--- src/rtl/game_keys_pkg.sv ---
// Shared key indices and types for the game key conditioner.
package game_keys_pkg;

   localparam int unsigned N_KEYS       = 8;
   localparam int unsigned KEY_LAUNCH   = 0;
   localparam int unsigned KEY_RIGHT    = 1;
   localparam int unsigned KEY_LEFT     = 2;
   localparam int unsigned KEY_TORP_UD0 = 3;
   localparam int unsigned KEY_TORP_UD1 = 4;
   localparam int unsigned KEY_TGT_UD0  = 5;
   localparam int unsigned KEY_TGT_UD1  = 6;
   localparam int unsigned KEY_SPEED    = 7;

   typedef logic [1:0] speed_mode_t;

endpackage

--- src/rtl/game_key_debounce.sv ---
// One key: 2-flop synchroniser, optional polarity flip, counter debounce and
// registered rising-edge pulse.
module game_key_debounce #(
   parameter int unsigned debounce_width = 20,
   parameter bit          raw_active_low = 1'b0
) (
   input  logic clk_i,
   input  logic rst_ni,
   input  logic raw_i,
   output logic level_o,
   output logic rise_o
);

   logic                      sync1_q, sync2_q;
   logic                      synced;
   logic                      deb_q, deb_d;
   logic                      deb_d1_q;
   logic                      rise_q;
   logic [debounce_width-1:0] cnt_q, cnt_d;

   assign synced = sync2_q ^ raw_active_low;

   // Flip only on the 2^W-th consecutive mismatch; any match restarts the count.
   always_comb begin
      cnt_d = '0;
      deb_d = deb_q;
      if (synced != deb_q) begin
         if (cnt_q == '1) begin
            deb_d = synced;
         end else begin
            cnt_d = cnt_q + 1'b1;
         end
      end
   end

   always_ff @(posedge clk_i or negedge rst_ni) begin
      if (!rst_ni) begin
         sync1_q  <= 1'b0;
         sync2_q  <= 1'b0;
         deb_q    <= 1'b0;
         deb_d1_q <= 1'b0;
         rise_q   <= 1'b0;
         cnt_q    <= '0;
      end else begin
         sync1_q  <= raw_i;
         sync2_q  <= sync1_q;
         deb_q    <= deb_d;
         deb_d1_q <= deb_q;
         rise_q   <= deb_q & ~deb_d1_q;
         cnt_q    <= cnt_d;
      end
   end

   assign level_o = deb_q;
   assign rise_o  = rise_q;

endmodule

--- src/rtl/game_key_conditioner.sv ---
// Conditions raw board buttons into clean game key outputs and the speed mode.
// Optional speed-key autorepeat: define GAME_KEYS_AUTOREPEAT_EN.
module game_key_conditioner
   import game_keys_pkg::*;
#(
   parameter int unsigned debounce_width = 20,
   parameter bit          raw_active_low = 1'b0,
   parameter int unsigned repeat_width   = 24
) (
   input  logic              clk,
   input  logic              rst,
   input  logic [N_KEYS-1:0] raw_keys,
   output logic              launch_key,
   output logic [1:0]        left_right_keys,
   output logic [1:0]        up_down_keys,
   output logic [1:0]        up_down_keys_target,
   output speed_mode_t       target_speedup
);

   logic [N_KEYS-1:0] level;
   logic [N_KEYS-1:0] rise;
   logic              inc;
   speed_mode_t       speed_q, speed_d;
   logic              unused_keys;

   for (genvar k = 0; k < N_KEYS; k++) begin : g_key
      game_key_debounce #(
         .debounce_width (debounce_width),
         .raw_active_low (raw_active_low)
      ) u_debounce (
         .clk_i   (clk),
         .rst_ni  (rst),
         .raw_i   (raw_keys[k]),
         .level_o (level[k]),
         .rise_o  (rise[k])
      );
   end

   assign launch_key          = rise[KEY_LAUNCH];
   assign left_right_keys     = {level[KEY_LEFT], level[KEY_RIGHT]};
   assign up_down_keys        = {level[KEY_TORP_UD1], level[KEY_TORP_UD0]};
   assign up_down_keys_target = {level[KEY_TGT_UD1], level[KEY_TGT_UD0]};

   assign unused_keys = ^{rise[KEY_TGT_UD1:KEY_RIGHT], level[KEY_LAUNCH], level[KEY_SPEED]};

`ifdef GAME_KEYS_AUTOREPEAT_EN
   logic [repeat_width-1:0] rep_q, rep_d;
   logic                    rep_wrap;

   // Counter restarts on the press pulse so the first repeat lands a full period later.
   always_comb begin
      rep_d    = rep_q + 1'b1;
      rep_wrap = 1'b0;
      if (rise[KEY_SPEED] || !level[KEY_SPEED]) begin
         rep_d = '0;
      end else if (rep_q == '1) begin
         rep_wrap = 1'b1;
      end
   end

   always_ff @(posedge clk or negedge rst) begin
      if (!rst) begin
         rep_q <= '0;
      end else begin
         rep_q <= rep_d;
      end
   end

   assign inc = rise[KEY_SPEED] | rep_wrap;
`else
   assign inc = rise[KEY_SPEED];
`endif

   always_comb begin
      speed_d = speed_q;
      if (inc) begin
         speed_d = speed_q + 2'd1;
      end
   end

   always_ff @(posedge clk or negedge rst) begin
      if (!rst) begin
         speed_q <= 2'b00;
      end else begin
         speed_q <= speed_d;
      end
   end

   assign target_speedup = speed_q;

endmodule

--- config.mk ---
export PLATFORM = sky130hd
export DESIGN_NAME = game_key_conditioner
export DESIGN_NICKNAME = d
export VERILOG_FILES = /design/src/rtl/game_keys_pkg.sv /design/src/rtl/game_key_debounce.sv /design/src/rtl/game_key_conditioner.sv
export SDC_FILE = /design/constraint.sdc
export NUM_CORES = 1
export LEC_CHECK = 0
export ABC_AREA = 1
export BUFFER_PORTS_ARGS = -buffer_cell sky130_fd_sc_hd__clkbuf_2
export CORE_MARGIN = 1.5
export CORE_UTILIZATION = 35
export CTS_BUF_LIST = sky130_fd_sc_hd__clkbuf_8
export DETAILED_ROUTE_END_ITERATION = 8
export GPL_TIMING_DRIVEN = 0
export SETUP_SLACK_MARGIN = 0.3
export SLEW_MARGIN = 20
export SYNTH_ARGS = -nofsm -noshare
export SYNTH_HDL_FRONTEND = slang
export SYNTH_SLANG_ARGS = --single-unit
--- constraint.sdc ---
create_clock -name clk -period 1.3 [get_ports clk]
set_input_delay 0.26 -clock clk [delete_from_list [all_inputs] [get_ports clk]]
set_output_delay 0.26 -clock clk [all_outputs]
set_load 0.02 [all_outputs]
=== Word level (Yosys, flattened, before mapping) ===
Index checks and enable logic that the tools add are counted.

* Register bits after elaboration: 190
* Output and inout port bits: 9
* Word-level logic and storage cells: 90

* $add $sub $neg: 9
* Eq/ne operators: 16
* Muxes and demuxes: 16
* Bitwise operators: 4
* Reductions and logical operators: 8

{| class="wikitable"
|+ Operators with widths
! operator !! count
|-
| 20-bit 2-to-1 mux || 16
|-
| 20-bit by 1-bit adder with 20-bit output (second input constant) || 8
|-
| 20-bit equality test (second input constant) || 8
|-
| 2-bit AND reduction || 8
|-
| 1-bit != test || 8
|-
| 2-bit by 1-bit adder with 2-bit output (second input constant) || 1
|-
| 1-bit bitwise AND || 2
|-
| 1-bit inverter || 2
|}

=== Longest topological paths before layout ===
* Depth in word-level cells: 3
* Gate-level depth with buffers: 9
* Mapped depth without buffers: 9

=== By module ===
From an unflattened synthesis, not the netlist that was laid out.

* Cells, all modules: 1176
* Area, all modules: 10398.7 um^2

{| class="wikitable"
|+ Modules (own cells, without submodules)
! module !! instances !! cells each !! area an instance (um^2) !! sequential area each (um^2)
|-
| game_key_debounce || 8 || 145 || 1283.7 || 625.6
|-
| game_key_conditioner || 1 || 16 || 128.9 || 50.0
|}

=== Worst setup path after synthesis ===
No wires, ideal clock.

* Path kind: register to register
* Start: reg g_key[4].u_debounce.cnt_q[0]
* End: reg g_key[4].u_debounce.cnt_q[11]
* Library setup time: 0.119 ns
* Data arrival time: 1.323 ns
* Path slack: -0.142 ns
* Cell stages (with the launch flop): 10
* Path buffers: 1
* Cell sequence: dfrtp_1 > ha_1 > nand2_2 > nor2_4 > nand3_2 > nor2_2 > nand2_2 > nand2_2 > buf_6 > nor2_1

* Cells in the longest elaborated chain, start to end: 3
* Elaborated cells between the ends (all ways): 4
* Classes of those cells: add/sub: 1; eq/ne: 1; mux: 2

{| class="wikitable"
|+ RTL lines
! item !! line !! RTL
|-
| from (decl) || game_key_debounce.sv:19 || <nowiki>logic [debounce_width-1:0] cnt_q, cnt_d;</nowiki>
|-
| from (signal assigned) || game_key_debounce.sv:50 || <nowiki>cnt_q <= cnt_d;</nowiki>
|-
| 20-bit by 1-bit adder with 20-bit output or 20-bit equality test (tied branches) || game_key_debounce.sv:31, game_key_debounce.sv:28 ||
|-
| 20-bit 2-to-1 mux * || game_key_debounce.sv:28 || <nowiki>if (cnt_q == '1) begin</nowiki>
|-
| 20-bit 2-to-1 mux * || game_key_debounce.sv:27 || <nowiki>if (synced != deb_q) begin</nowiki>
|-
| net g_key[4].u_debounce.cnt_d[11] || game_key_debounce.sv:19 ||
|}

Mark *: on every way through the listed nets, which the timed path passes. The rest lies on a longest branch.
A chain may end at the register's enable or synchronous reset.

=== Worst setup path after layout ===
* Start: reg g_key[4].u_debounce.cnt_q[0]
* End: reg g_key[4].u_debounce.cnt_q[3]

Same word-level chain as after synthesis.

==> results by group <==
Status
  • Outcome: finished, violations left
  • Failing checks: setup timing

STA
  • Fin. Hold Viols: 0
  • Setup-failing EPs final: 154
  • Max frequency: 668.7 MHz
  • Fin crit share: 115.0%
  • Pins Over Slew Limit: 0
  • RSZ-0062 raised after global routing: true
  • Period minus WS final: 1.496 ns
  • Worst setup margin: -0.1955 ns
  • Worst slew margin: 72.95%
  • Clk_skew: 0.01730 ns
  • Worst Tran Pin Value: 0.4058 ns
  • Min Hold Slack: 0.2843 ns

Run
  • Max cap viols: 0

CTS
  • Clock-pin slew on the worst setup and hold paths: 0.09 ns
  • CTS Sinks: 190
  • Clock tree buffer depth: 2
  • H-tree levels: 4
  • Root buffer cell: clkbuf_8
  • Clock latency on the worst-skew pair: 0.47 ns
  • CTS tree: built
  • TritonCTS buffer count: 17

Global route
  • Largest net degree at the start of global routing: 79
  • First-pass GRT wire length: 33.37 mm
  • Antenna violations before repair: 0
  • Vias in the first global route: 7487
  • GRT overflow: 0
  • Tot GR Track Use: 14.29%

Setup path
  • Data required, critical path: 1.67 ns
  • Crit path max-delay cell type: dfrtp_1
  • CP delay by family, top: simple AND/OR/NAND/NOR gates
  • Critical path depth: 9
  • Startpoint types: register
  • Crit Path Category: reg -> reg
  • Crit-path cells: ha_2 > nand2_2 > nor2_4 > nand3_4 > nor2_4 > nand2_2 > nand2_4 > buf_8 > nor2_2
  • Reg2reg path depth: 9
  • Crit end category: register
  • Slowest stage delay, CP: 0.38 ns
  • Arr. time, crit path: 1.86 ns
  • Max FO, Critical Path: 5
  • Crit path buffers/inverters: 1

Floorplanning
  • Rows: 60
  • Starting Density: 35.55%
  • Die span in x: 168.0 um
  • Die Area: 28220 um^2
  • Core Area: 26800 um^2
  • Top Ports: 19
  • Chip Height: 168.0 um

Layout
  • Final net count: 1344
  • Fin area: 13130 um^2
  • Commonest non-fill, non-tap cell in the layout: nand2_1
  • Share of cells above drive strength 1: 35.90%
  • Layout Utilization: 48.99%
  • Area growth syn-to-layout: 37.81%
  • Most frequent cells in the layout: nand2_1, dfrtp_1, nor2_1
  • Final cell count without fillers: 1678
  • Ant diodes: 0

Logic synthesis
  • Ys Warns: 0
  • Post-synthesis cell count: 1159
  • Synth cell types: 24
  • Syn Nets: 1177
  • Mapped Area: 9527 um^2
  • Register area share after synthesis: 49.91%
  • Synth Area per Inst: 8.220 um^2
  • Synth Register Bits: 190

Place
  • Routability cong.: 0.7557
  • DP Area: 10300 um^2
  • Final HPWL DP: 11.50 mm
  • Dpl cells: 1520
  • IO buf count: 18

Power and ir drop
  • Peak supply drop: 0.0005708 V
  • Power Dens Cells: 842.5 nW/um^2
  • Leakage power: 5.621 nW

Routing
  • Via density: 4.499
  • DRC: 0
  • Number of vias in the routed layout: 7549
  • Final WL: 19.80 mm
  • DR iter-0 viols: 298
  • DR WL/cell: 11.80 um
  • 1st-pass router iterations: 4
  • Routed Antenna Nets: 0

Hold path
  • HP Class: in -> async
## synthesized netlist by cell type (all sizes together)
cell | instances | area share (%)
nor2 | 292 | 13
nand2 | 290 | 12
dfrtp | 190 | 50
inv | 120 | 4.7
nand3 | 75 | 4.6
xor2 | 49 | 4.5
xnor2 | 38 | 3.5
nor3 | 22 | 1.2
o21ai | 15 | 0.79
buf | 14 | 1.4
nor3b | 14 | 1.1
a21oi | 10 | 0.53
a31oi | 8 | 0.53
ha | 8 | 1.1
nand4 | 7 | 0.46
o21bai | 5 | 0.39
a2bb2oi | 1 | 0.092
and2 | 1 | 0.066
## report_power, final
group	leakage [nW]	switching [W]	internal [W]	total, W
combinational	2.83	0.000416	0.000326	0.000742
clock	0.209	0.00208	0.00217	0.00424
sequential	2.59	0.0000871	0.00599	0.00608
## path summary, 6_finish.rpt
path / startpoint / end / slack [ns]
max: g_key[4].u_debounce.cnt_q[0] / g_key[4].u_debounce.cnt_q[3] / -0.20
min: rst / g_key[3].u_debounce.sync2_q / 0.28
max reg2reg: g_key[4].u_debounce.cnt_q[0] / g_key[4].u_debounce.cnt_q[3] / -0.20
min reg2reg: g_key[1].u_debounce.sync1_q / g_key[1].u_debounce.sync2_q / 0.35
max in group asynchronous: rst / g_key[3].u_debounce.cnt_q[5] / 0.38
min in group clk: g_key[1].u_debounce.sync1_q / g_key[1].u_debounce.sync2_q / 0.35
## cell type report
cell class                 count  area (um^2)
multi-input combinational    835         5410
buffer                        14        176.4
fill                        2434        13670
timing repair buffer         148         1459
clock inverter                11        166.4
tap                          341        426.7
sequential                   190         4763
clock buffer                  19        261.5
inverter                     120        465.4
## repair_timing
item	in CTS	in global routing
pin swaps	86	81
resized for setup	178	201
hold endpoints to repair	45	0
gates cloned	8	2
hold buffers	9	0
buffers inserted	77	32
endpoints found under the setup margin	177	321
## stage by stage
step	total power (W)	TNS (ns)	setup slack [ns]
2_1_floorplan	0.006358	-8.360	-0.1221
3_3_place_gp	0.006549	-736.74	-3.775
3_5_place_dp	0.006582	-27.11	-0.3346
4_1_cts	0.01109	-18.05	-0.1874
5_1_grt	0.01158	-30.01	-0.2764
6_report	0.01106	-16.88	-0.1955
## sequential cells by signal (all words and copies together), names as in the netlist
| signal | flops |
|---|---|
| g_key.u_debounce.cnt_q | 160 |
| g_key.u_debounce.level_o | 8 |
| g_key.u_debounce.sync1_q | 8 |
| g_key.u_debounce.sync2_q | 8 |
| g_key.u_debounce.deb_d1_q | 2 |
| g_key.u_debounce.rise_o | 2 |
| target_speedup | 2 |
## cell families (layout without fill, tap and decap cells)
| logic type | Yosys count | in the layout | share of synthesized area [%] |
|---|---|---|---|
| adders and majority gates | 8 | 8 | 1.051 |
| buffers and inverters | 134 | 312 | 6.147 |
| AOI/OAI and AO/OA | 39 | 39 | 2.325 |
| DFF | 190 | 190 | 49.91 |
| and+or+nand+nor | 701 | 701 | 32.57 |
| xor gates and xnor gates | 87 | 87 | 7.998 |
## per-layer routing
layer	part of all wire (%)	vias to the layer above	track usage, %
met4	1.2	0	4.975
met5	0	-	0
met1	46	3590	17.60
met3	1.7	20	2.609
met2	51	46	25.11
li1	-	3893	-
Note: power is estimated with default switching activity, not from simulation.
